$ cat src/rtl/mem_responder_pkg.sv
// mem_responder_pkg: shared definitions for the memory responder.
//   state_t      FSM encoding (IDLE, RD_WAIT, WR_DONE)
//   IO_REGION    address[15:12] nibble that selects the IO bank
//   *_ADDR       offsets (address[11:0]) of the IO registers
package mem_responder_pkg;

  typedef enum logic [1:0] {
    IDLE    = 2'd0,
    RD_WAIT = 2'd1,
    WR_DONE = 2'd2
  } state_t;

  localparam logic [3:0]  IO_REGION   = 4'hF;

  localparam logic [11:0] LED_ADDR    = 12'h000;
  localparam logic [11:0] SW_ADDR     = 12'h001;
  localparam logic [11:0] TICK_ADDR   = 12'h002;
  localparam logic [11:0] STATUS_ADDR = 12'h003;

endpackage

$ cat src/rtl/mem_responder_io.sv
// mem_responder_io: memory-mapped IO bank of the responder.
//   LED register (F000, r/w), two-flop switch synchronizer (F001, ro),
//   free-running tick counter (F002, ro) and status/sticky error flags
//   (F003, ro; any write clears all flags, clear beats a same-cycle set).
// Ports:
//   clk, reset            clock, synchronous active-low reset
//   io_addr               address offset within the IO region
//   io_we                 write strobe for an accepted IO store
//   led_wdata             low LED_BITS of the store data
//   sw_in                 asynchronous switch inputs
//   set_collision/overrun/protect  one-cycle sticky-flag set requests
//   io_rdata              combinational read value for io_addr
//   led_out               LED register
//   err_collision/overrun sticky flags
module mem_responder_io
  import mem_responder_pkg::*;
#(
  parameter int WIDTH    = 16,
  parameter int LED_BITS = 10,
  parameter int SW_BITS  = 10
) (
  input  logic                clk,
  input  logic                reset,
  input  logic [11:0]         io_addr,
  input  logic                io_we,
  input  logic [LED_BITS-1:0] led_wdata,
  input  logic [SW_BITS-1:0]  sw_in,
  input  logic                set_collision,
  input  logic                set_overrun,
  input  logic                set_protect,
  output logic [WIDTH-1:0]    io_rdata,
  output logic [LED_BITS-1:0] led_out,
  output logic                err_collision,
  output logic                err_overrun
);

  logic [SW_BITS-1:0] sw_p1;
  logic [SW_BITS-1:0] sw_p2;
  logic [WIDTH-1:0]   tick;
  logic               err_protect;
  logic               status_clr;

  assign status_clr = io_we && (io_addr == STATUS_ADDR);

  always_ff @(posedge clk) begin
    if (!reset) begin
      led_out       <= '0;
      sw_p1         <= '0;
      sw_p2         <= '0;
      tick          <= '0;
      err_collision <= 1'b0;
      err_overrun   <= 1'b0;
      err_protect   <= 1'b0;
    end else begin
      sw_p1 <= sw_in;
      sw_p2 <= sw_p1;
      tick  <= tick + 1'b1;
      if (io_we && (io_addr == LED_ADDR))
        led_out <= led_wdata;
      // Clearing wins over any set arriving in the same cycle.
      if (status_clr) begin
        err_collision <= 1'b0;
        err_overrun   <= 1'b0;
        err_protect   <= 1'b0;
      end else begin
        if (set_collision) err_collision <= 1'b1;
        if (set_overrun)   err_overrun   <= 1'b1;
        if (set_protect)   err_protect   <= 1'b1;
      end
    end
  end

  always_comb begin
    io_rdata = '0;
    case (io_addr)
      LED_ADDR:    io_rdata[LED_BITS-1:0] = led_out;
      SW_ADDR:     io_rdata[SW_BITS-1:0]  = sw_p2;
      TICK_ADDR:   io_rdata               = tick;
      STATUS_ADDR: io_rdata[2:0]          = {err_protect, err_overrun, err_collision};
      default:     io_rdata               = '0;
    endcase
  end

endmodule

$ cat src/rtl/mem_responder.sv
// mem_responder: memory-side responder for the multicycle controller's
// load/store interface. Decodes each request to the external synchronous
// block RAM or to the IO bank (mem_responder_io), returns load data one
// cycle after the request, and records protocol violations.
// Optional feature macro: MEM_RESPONDER_PROTECT_EN -- when defined, RAM
// stores below PROTECT_LIMIT are dropped and flag err_protect (status bit 2).
// Ports:
//   clk, reset                         clock, synchronous active-low reset
//   loading                            load request strobe
//   storing, write_to_memory           store request (both required)
//   addr, wr_data                      request address / store data
//   rd_data, rd_valid                  load result (valid in RD_WAIT only)
//   busy                               responder not accepting requests
//   err_collision, err_overrun         sticky protocol-violation flags
//   ram_addr, ram_we, ram_wdata        block RAM write/address side
//   ram_rdata                          block RAM read data (1-cycle latency)
//   sw_in                              asynchronous switch inputs
//   led_out                            LED register
module mem_responder
  import mem_responder_pkg::*;
#(
  parameter int               WIDTH         = 16,
  parameter int               ADDR_BITS     = 12,
  parameter int               LED_BITS      = 10,
  parameter int               SW_BITS       = 10,
  parameter logic [WIDTH-1:0] PROTECT_LIMIT = 16'h0100
) (
  input  logic                 clk,
  input  logic                 reset,
  input  logic                 loading,
  input  logic                 storing,
  input  logic                 write_to_memory,
  input  logic [WIDTH-1:0]     addr,
  input  logic [WIDTH-1:0]     wr_data,
  output logic [WIDTH-1:0]     rd_data,
  output logic                 rd_valid,
  output logic                 busy,
  output logic                 err_collision,
  output logic                 err_overrun,
  output logic [ADDR_BITS-1:0] ram_addr,
  output logic                 ram_we,
  output logic [WIDTH-1:0]     ram_wdata,
  input  logic [WIDTH-1:0]     ram_rdata,
  input  logic [SW_BITS-1:0]   sw_in,
  output logic [LED_BITS-1:0]  led_out
);

  state_t           state;
  state_t           state_nxt;
  logic             store_req;
  logic             io_hit;
  logic             prot_hit;
  logic             do_load;
  logic             do_store;
  logic             set_collision;
  logic             set_overrun;
  logic             set_protect;
  logic             io_we;
  logic [WIDTH-1:0] io_rdata;
  logic             io_sel_p1;
  logic [WIDTH-1:0] io_hold_p1;
  logic [WIDTH-1:0] rd_hold;
  logic [WIDTH-1:0] rd_now;

  assign store_req = storing & write_to_memory;
  assign io_hit    = (addr[WIDTH-1 -: 4] == IO_REGION);

`ifdef MEM_RESPONDER_PROTECT_EN
  assign prot_hit = !io_hit && (addr < PROTECT_LIMIT);
`else
  logic unused_protect_limit;
  assign unused_protect_limit = ^PROTECT_LIMIT;
  assign prot_hit = 1'b0;
`endif

  assign ram_addr    = addr[ADDR_BITS-1:0];
  assign ram_wdata   = wr_data;
  // No RAM write may slip out while reset is held.
  assign ram_we      = reset & do_store & !io_hit & !prot_hit;
  assign io_we       = do_store & io_hit;
  assign set_protect = do_store & prot_hit;

  always_comb begin
    state_nxt     = state;
    do_load       = 1'b0;
    do_store      = 1'b0;
    set_collision = 1'b0;
    set_overrun   = 1'b0;
    rd_valid      = 1'b0;
    busy          = 1'b0;
    case (state)
      IDLE: begin
        if (loading && store_req) begin
          set_collision = 1'b1;
        end else if (loading) begin
          do_load   = 1'b1;
          state_nxt = RD_WAIT;
        end else if (store_req) begin
          do_store  = 1'b1;
          state_nxt = WR_DONE;
        end
      end
      RD_WAIT: begin
        rd_valid    = 1'b1;
        busy        = 1'b1;
        set_overrun = loading | store_req;
        state_nxt   = IDLE;
      end
      WR_DONE: begin
        busy        = 1'b1;
        set_overrun = loading | store_req;
        state_nxt   = IDLE;
      end
      default: state_nxt = IDLE;
    endcase
  end

  // Request stage (p0) -> response stage (p1)
  always_ff @(posedge clk) begin
    if (!reset) begin
      state      <= IDLE;
      io_sel_p1  <= 1'b0;
      io_hold_p1 <= '0;
      rd_hold    <= '0;
    end else begin
      state <= state_nxt;
      // IO reads are captured at request time so they line up with the
      // RAM's one-cycle read latency.
      if (do_load) begin
        io_sel_p1  <= io_hit;
        io_hold_p1 <= io_rdata;
      end
      if (rd_valid)
        rd_hold <= rd_now;
    end
  end

  assign rd_now  = io_sel_p1 ? io_hold_p1 : ram_rdata;
  assign rd_data = rd_valid ? rd_now : rd_hold;

  mem_responder_io #(
    .WIDTH    (WIDTH),
    .LED_BITS (LED_BITS),
    .SW_BITS  (SW_BITS)
  ) u_io (
    .clk           (clk),
    .reset         (reset),
    .io_addr       (addr[WIDTH-5:0]),
    .io_we         (io_we),
    .led_wdata     (wr_data[LED_BITS-1:0]),
    .sw_in         (sw_in),
    .set_collision (set_collision),
    .set_overrun   (set_overrun),
    .set_protect   (set_protect),
    .io_rdata      (io_rdata),
    .led_out       (led_out),
    .err_collision (err_collision),
    .err_overrun   (err_overrun)
  );

endmodule
$ cat config.mk
export PLATFORM = sky130hd
export DESIGN_NAME = mem_responder
export DESIGN_NICKNAME = d
export VERILOG_FILES = /design/src/rtl/mem_responder_pkg.sv /design/src/rtl/mem_responder_io.sv /design/src/rtl/mem_responder.sv
export SDC_FILE = /design/constraint.sdc
export NUM_CORES = 1
export LEC_CHECK = 0
export BUFFER_PORTS_ARGS = -buffer_cell sky130_fd_sc_hd__buf_2
export CORE_ASPECT_RATIO = 1.2
export CORE_UTILIZATION = 40
export DETAILED_ROUTE_END_ITERATION = 12
export SKIP_LAST_GASP = 1
export SLEW_MARGIN = 40
export SYNTH_ARGS = -nofsm -noshare
export SYNTH_HDL_FRONTEND = slang
export SYNTH_HIERARCHICAL = 1
export SYNTH_SLANG_ARGS = --single-unit
$ cat constraint.sdc
create_clock -name clk -period 1.86 [get_ports clk]
set_input_delay 0.186 -clock clk [delete_from_list [all_inputs] [get_ports clk]]
set_output_delay 0.186 -clock clk [all_outputs]
set_load 0.03 [all_outputs]
==> run summary <==
hold path depth = 2
area delta synth->final = 18.62%
Placement Rows = 40
DRC viols = 0
post-synth top area share = 40.76%
DR vias = 3292
syn nets = 530
internal power = 3142 uW
hold_buf cts = 0
Fin Setup TNS = 0 ns
H-Tree Depth = 3
final wirelength = 8363 um
initial antenna violation count = 0
leakage power = 0.002099 uW
met3 routed WL = 357 um
maxcap violations = 0
Die ar. = 10720 um2
Avg WL per Cell = 12.59 um
Die Width = 94.71 um
IO Pins = 122
Cells after Synth = 460
share of layout cells above drive strength 1 = 27.14%
Final Wtd Congestion = 0.7756
clock-pin slew on the worst setup and hold paths = 0.06 ns
Num CTS Buffers = 9
Critical Path Max Stage Delay = 0.31 ns
worst reg-to-reg path cell count = 8
worst-skew pair later-pin latency = 0.33 ns
Tot Pwr = 4295 uW
Levels on crit path = 6
vias in the first global route = 2898
Starting Density = 41.21%
crit path buf inv count = 3
Final setup violation count = 0
unrepaired setup endpoints after global routing = true
Peak Freq = 564.2 MHz
FF-to-FF End = u_io/led_out[5]$_SDFFE_PN0P_
Flop pwr share = 44.0%
worst hold path type = input port to flop
Main synth FF type = dfxtp_1
top post-synthesis cells by area = dfxtp_1 41%, mux2i_1 9.2%, buf_4 5.5%, a21oi_1 4.7%, and2_1 4.1%
synthesized flop and latch total = 84
iteration count of the initial detailed-routing pass = 4
VDD IR max = 0.5226 mV
Crit. End Element = primary output
CP Class = flop to primary output
CP max-delay cell = dfxtp_1
Slew Viols, Final = 0
CP max FO = 33
Post-synth ARST share = 0%
sequential cell area fraction in the yosys report = 40.76%
PwrDens = 877.8 nW/um2
Tmin final = 1.772 ns
final net count = 603
uppermost layer routed = met4
cell with the most instances after synthesis = dfxtp_1
endpoint of the worst hold path = u_io/sw_p1[5]$_SDFF_PN0_
ANT cells = 0
Worst Hold Launch = sw_in[5]
drt via density = 4.958
Final Hold Fails = 0
reg2reg setup slack = 0.21 ns
Yosys top cell by area = dfxtp_1
Sw Share = 26.86%
Final Skew = 0.005759 ns
Comb power frac = 15.7%
largest net degree at the start of global routing = 66
YS warnings = 6
WP data required = 1.67 ns
clock share of power = 40.3%
Sw Pwr = 1154 uW
Post-Syn Area = 4125 um2
crit path cell chain = inv_1 > ha_2 > buf_12 > nor2_1 > a21oi_1 > buf_2
GRT overflow = 0
DP HPWL = 5860 um
Top delay family on crit path = buffers and inverters
Synth top cells by count = 84 x dfxtp_1, 39 x a21oi_1, 38 x mux2i_1
first-pass GRT wire length = 13580 um
mean area per synthesized cell = 8.968 um2
fin crit share = 95.29%
root buf cell = clkbuf_16
I/O Buffers = 109
Worst setup SP type = flop
gr usage total = 15.99%
Chip Height = 113.2 um
RR Startpoint = state[1]$_SDFFE_PN0P_
met2 WL = 3817 um
Synth cell types = 41
core area = 10010 um2
status = finished clean
number of flops mapped to enable cells by yosys = 0
critical path arrival = 1.59 ns
clock sinks = 84
starting DRC count in detailed routing = 83
Final ANT Viol Nets = 0
wl on met1 = 4072 um
CTS tree = yes
Clock Path Buffers = 2
-- cells in the final DEF (no fill, tap or decap), types with 3 or more instances in the layout --
cell type    n
o31ai_1      4
buf_2      109
nand3_1      6
nand2_1     31
nor2_1      31
buf_4       10
buf_12       3
a21boi_0    12
a21boi_1     4
nand2b_1     3
clkbuf_16   10
and2_1      27
nor4_1       5
and3_1      22
o21ai_0     21
mux4_2       3
nand4_1      5
a41oi_1      3
dfxtp_1     84
a2bb2oi_1    7
or3_1        3
ha_1         6
inv_1        8
or4_1        6
o21a_1      16
a21oi_1     39
mux2i_1     38
-- routing by layer --
metal | global-route usage (%) | vias to the layer above
met5 | 0 | -
met4 | 7.273 | 0
met3 | 2.957 | 11
met2 | 24.27 | 76
met1 | 21.86 | 1474
li1 | - | 1731
-- stage by stage --
step	area (um2)	hold WS, ns	std cells	setup WS (ns)	util [%]
after floorplan	4125	0.2846	460	0.03602	-
after global placement	4569	0.3722	647	-0.06191	45.65
after detailed placement	4569	0.3722	647	-0.1083	45.65
after CTS	4862	0.04116	663	0.01981	48.58
after global routing	4893	0.05000	664	-0.02451	48.89
final	4893	0.05466	664	0.08761	48.89
-- worst max-delay path by stage --
stage / start / to / slack, ns
floorplan: state[1]$_SDFFE_PN0P_ / rd_data[10] / 0.04
global placement: addr[9] / io_hold_p1[9]$_SDFFE_PN0P_ / -0.06
CTS: state[1]$_SDFFE_PN0P_ / ram_we / 0.02
finish: state[1]$_SDFFE_PN0P_ / rd_data[9] / 0.09
global route: state[1]$_SDFFE_PN0P_ / rd_data[0] / -0.02
detailed placement: addr[9] / io_hold_p1[9]$_SDFFE_PN0P_ / -0.11
-- sequential cells by signal (all words and copies together), names as in the netlist --
| signal | cells |
|---|---|
| u_io/led_out | 10 |
| u_io/err_protect | 1 |
| io_sel_p1 | 1 |
| u_io/sw_p2 | 10 |
| state | 2 |
| u_io/err_overrun | 1 |
| u_io/tick | 16 |
| io_hold_p1 | 16 |
| u_io/sw_p1 | 10 |
| rd_hold | 16 |
| u_io/err_collision | 1 |
-- timing repair --
| action | 4_1_cts | 5_1_grt |
|---|---|---|
| setup endpoints to repair | 0 | 11 |
| resized for setup | 0 | 1 |
| endpoints found under the hold margin | 0 | 0 |
| setup buffers | 0 | 0 |
-- power groups by stage --
stage          clock (uW)  combinational, uW  sequential (uW)
2_1_floorplan           0                524             1930
3_3_place_gp            0                653             1930
3_5_place_dp            0                660             1930
4_1_cts              1790                663             1890
5_1_grt              1870                747             1900
6_report             1730                673             1890
-- layout make-up --
type / instances / area [um2]
clock inverter: 6 / 63.81
multi-input combinational: 306 / 2014
timing repair buffer: 124 / 716.9
sequential: 84 / 1682
inverter: 8 / 30.03
tap: 126 / 157.7
clock buffer: 10 / 229.0
fill: 974 / 5116
-- cell families (layout without fill, tap and decap cells) --
kind of cell    count (synthesis)  in the layout  synth area share (%)
flops                          84             84                 40.76
mux                            41             41                 10.86
other cells                     1              1               0.09090
simple gates                  145            145                 18.59
xor+xnor                        3              3                0.6371
compound gates                109            109                 16.41
fa+ha+maj                       7              7                 2.123
buf+inv                        70            148                 10.52
Note: power is estimated with default switching activity, not from simulation.
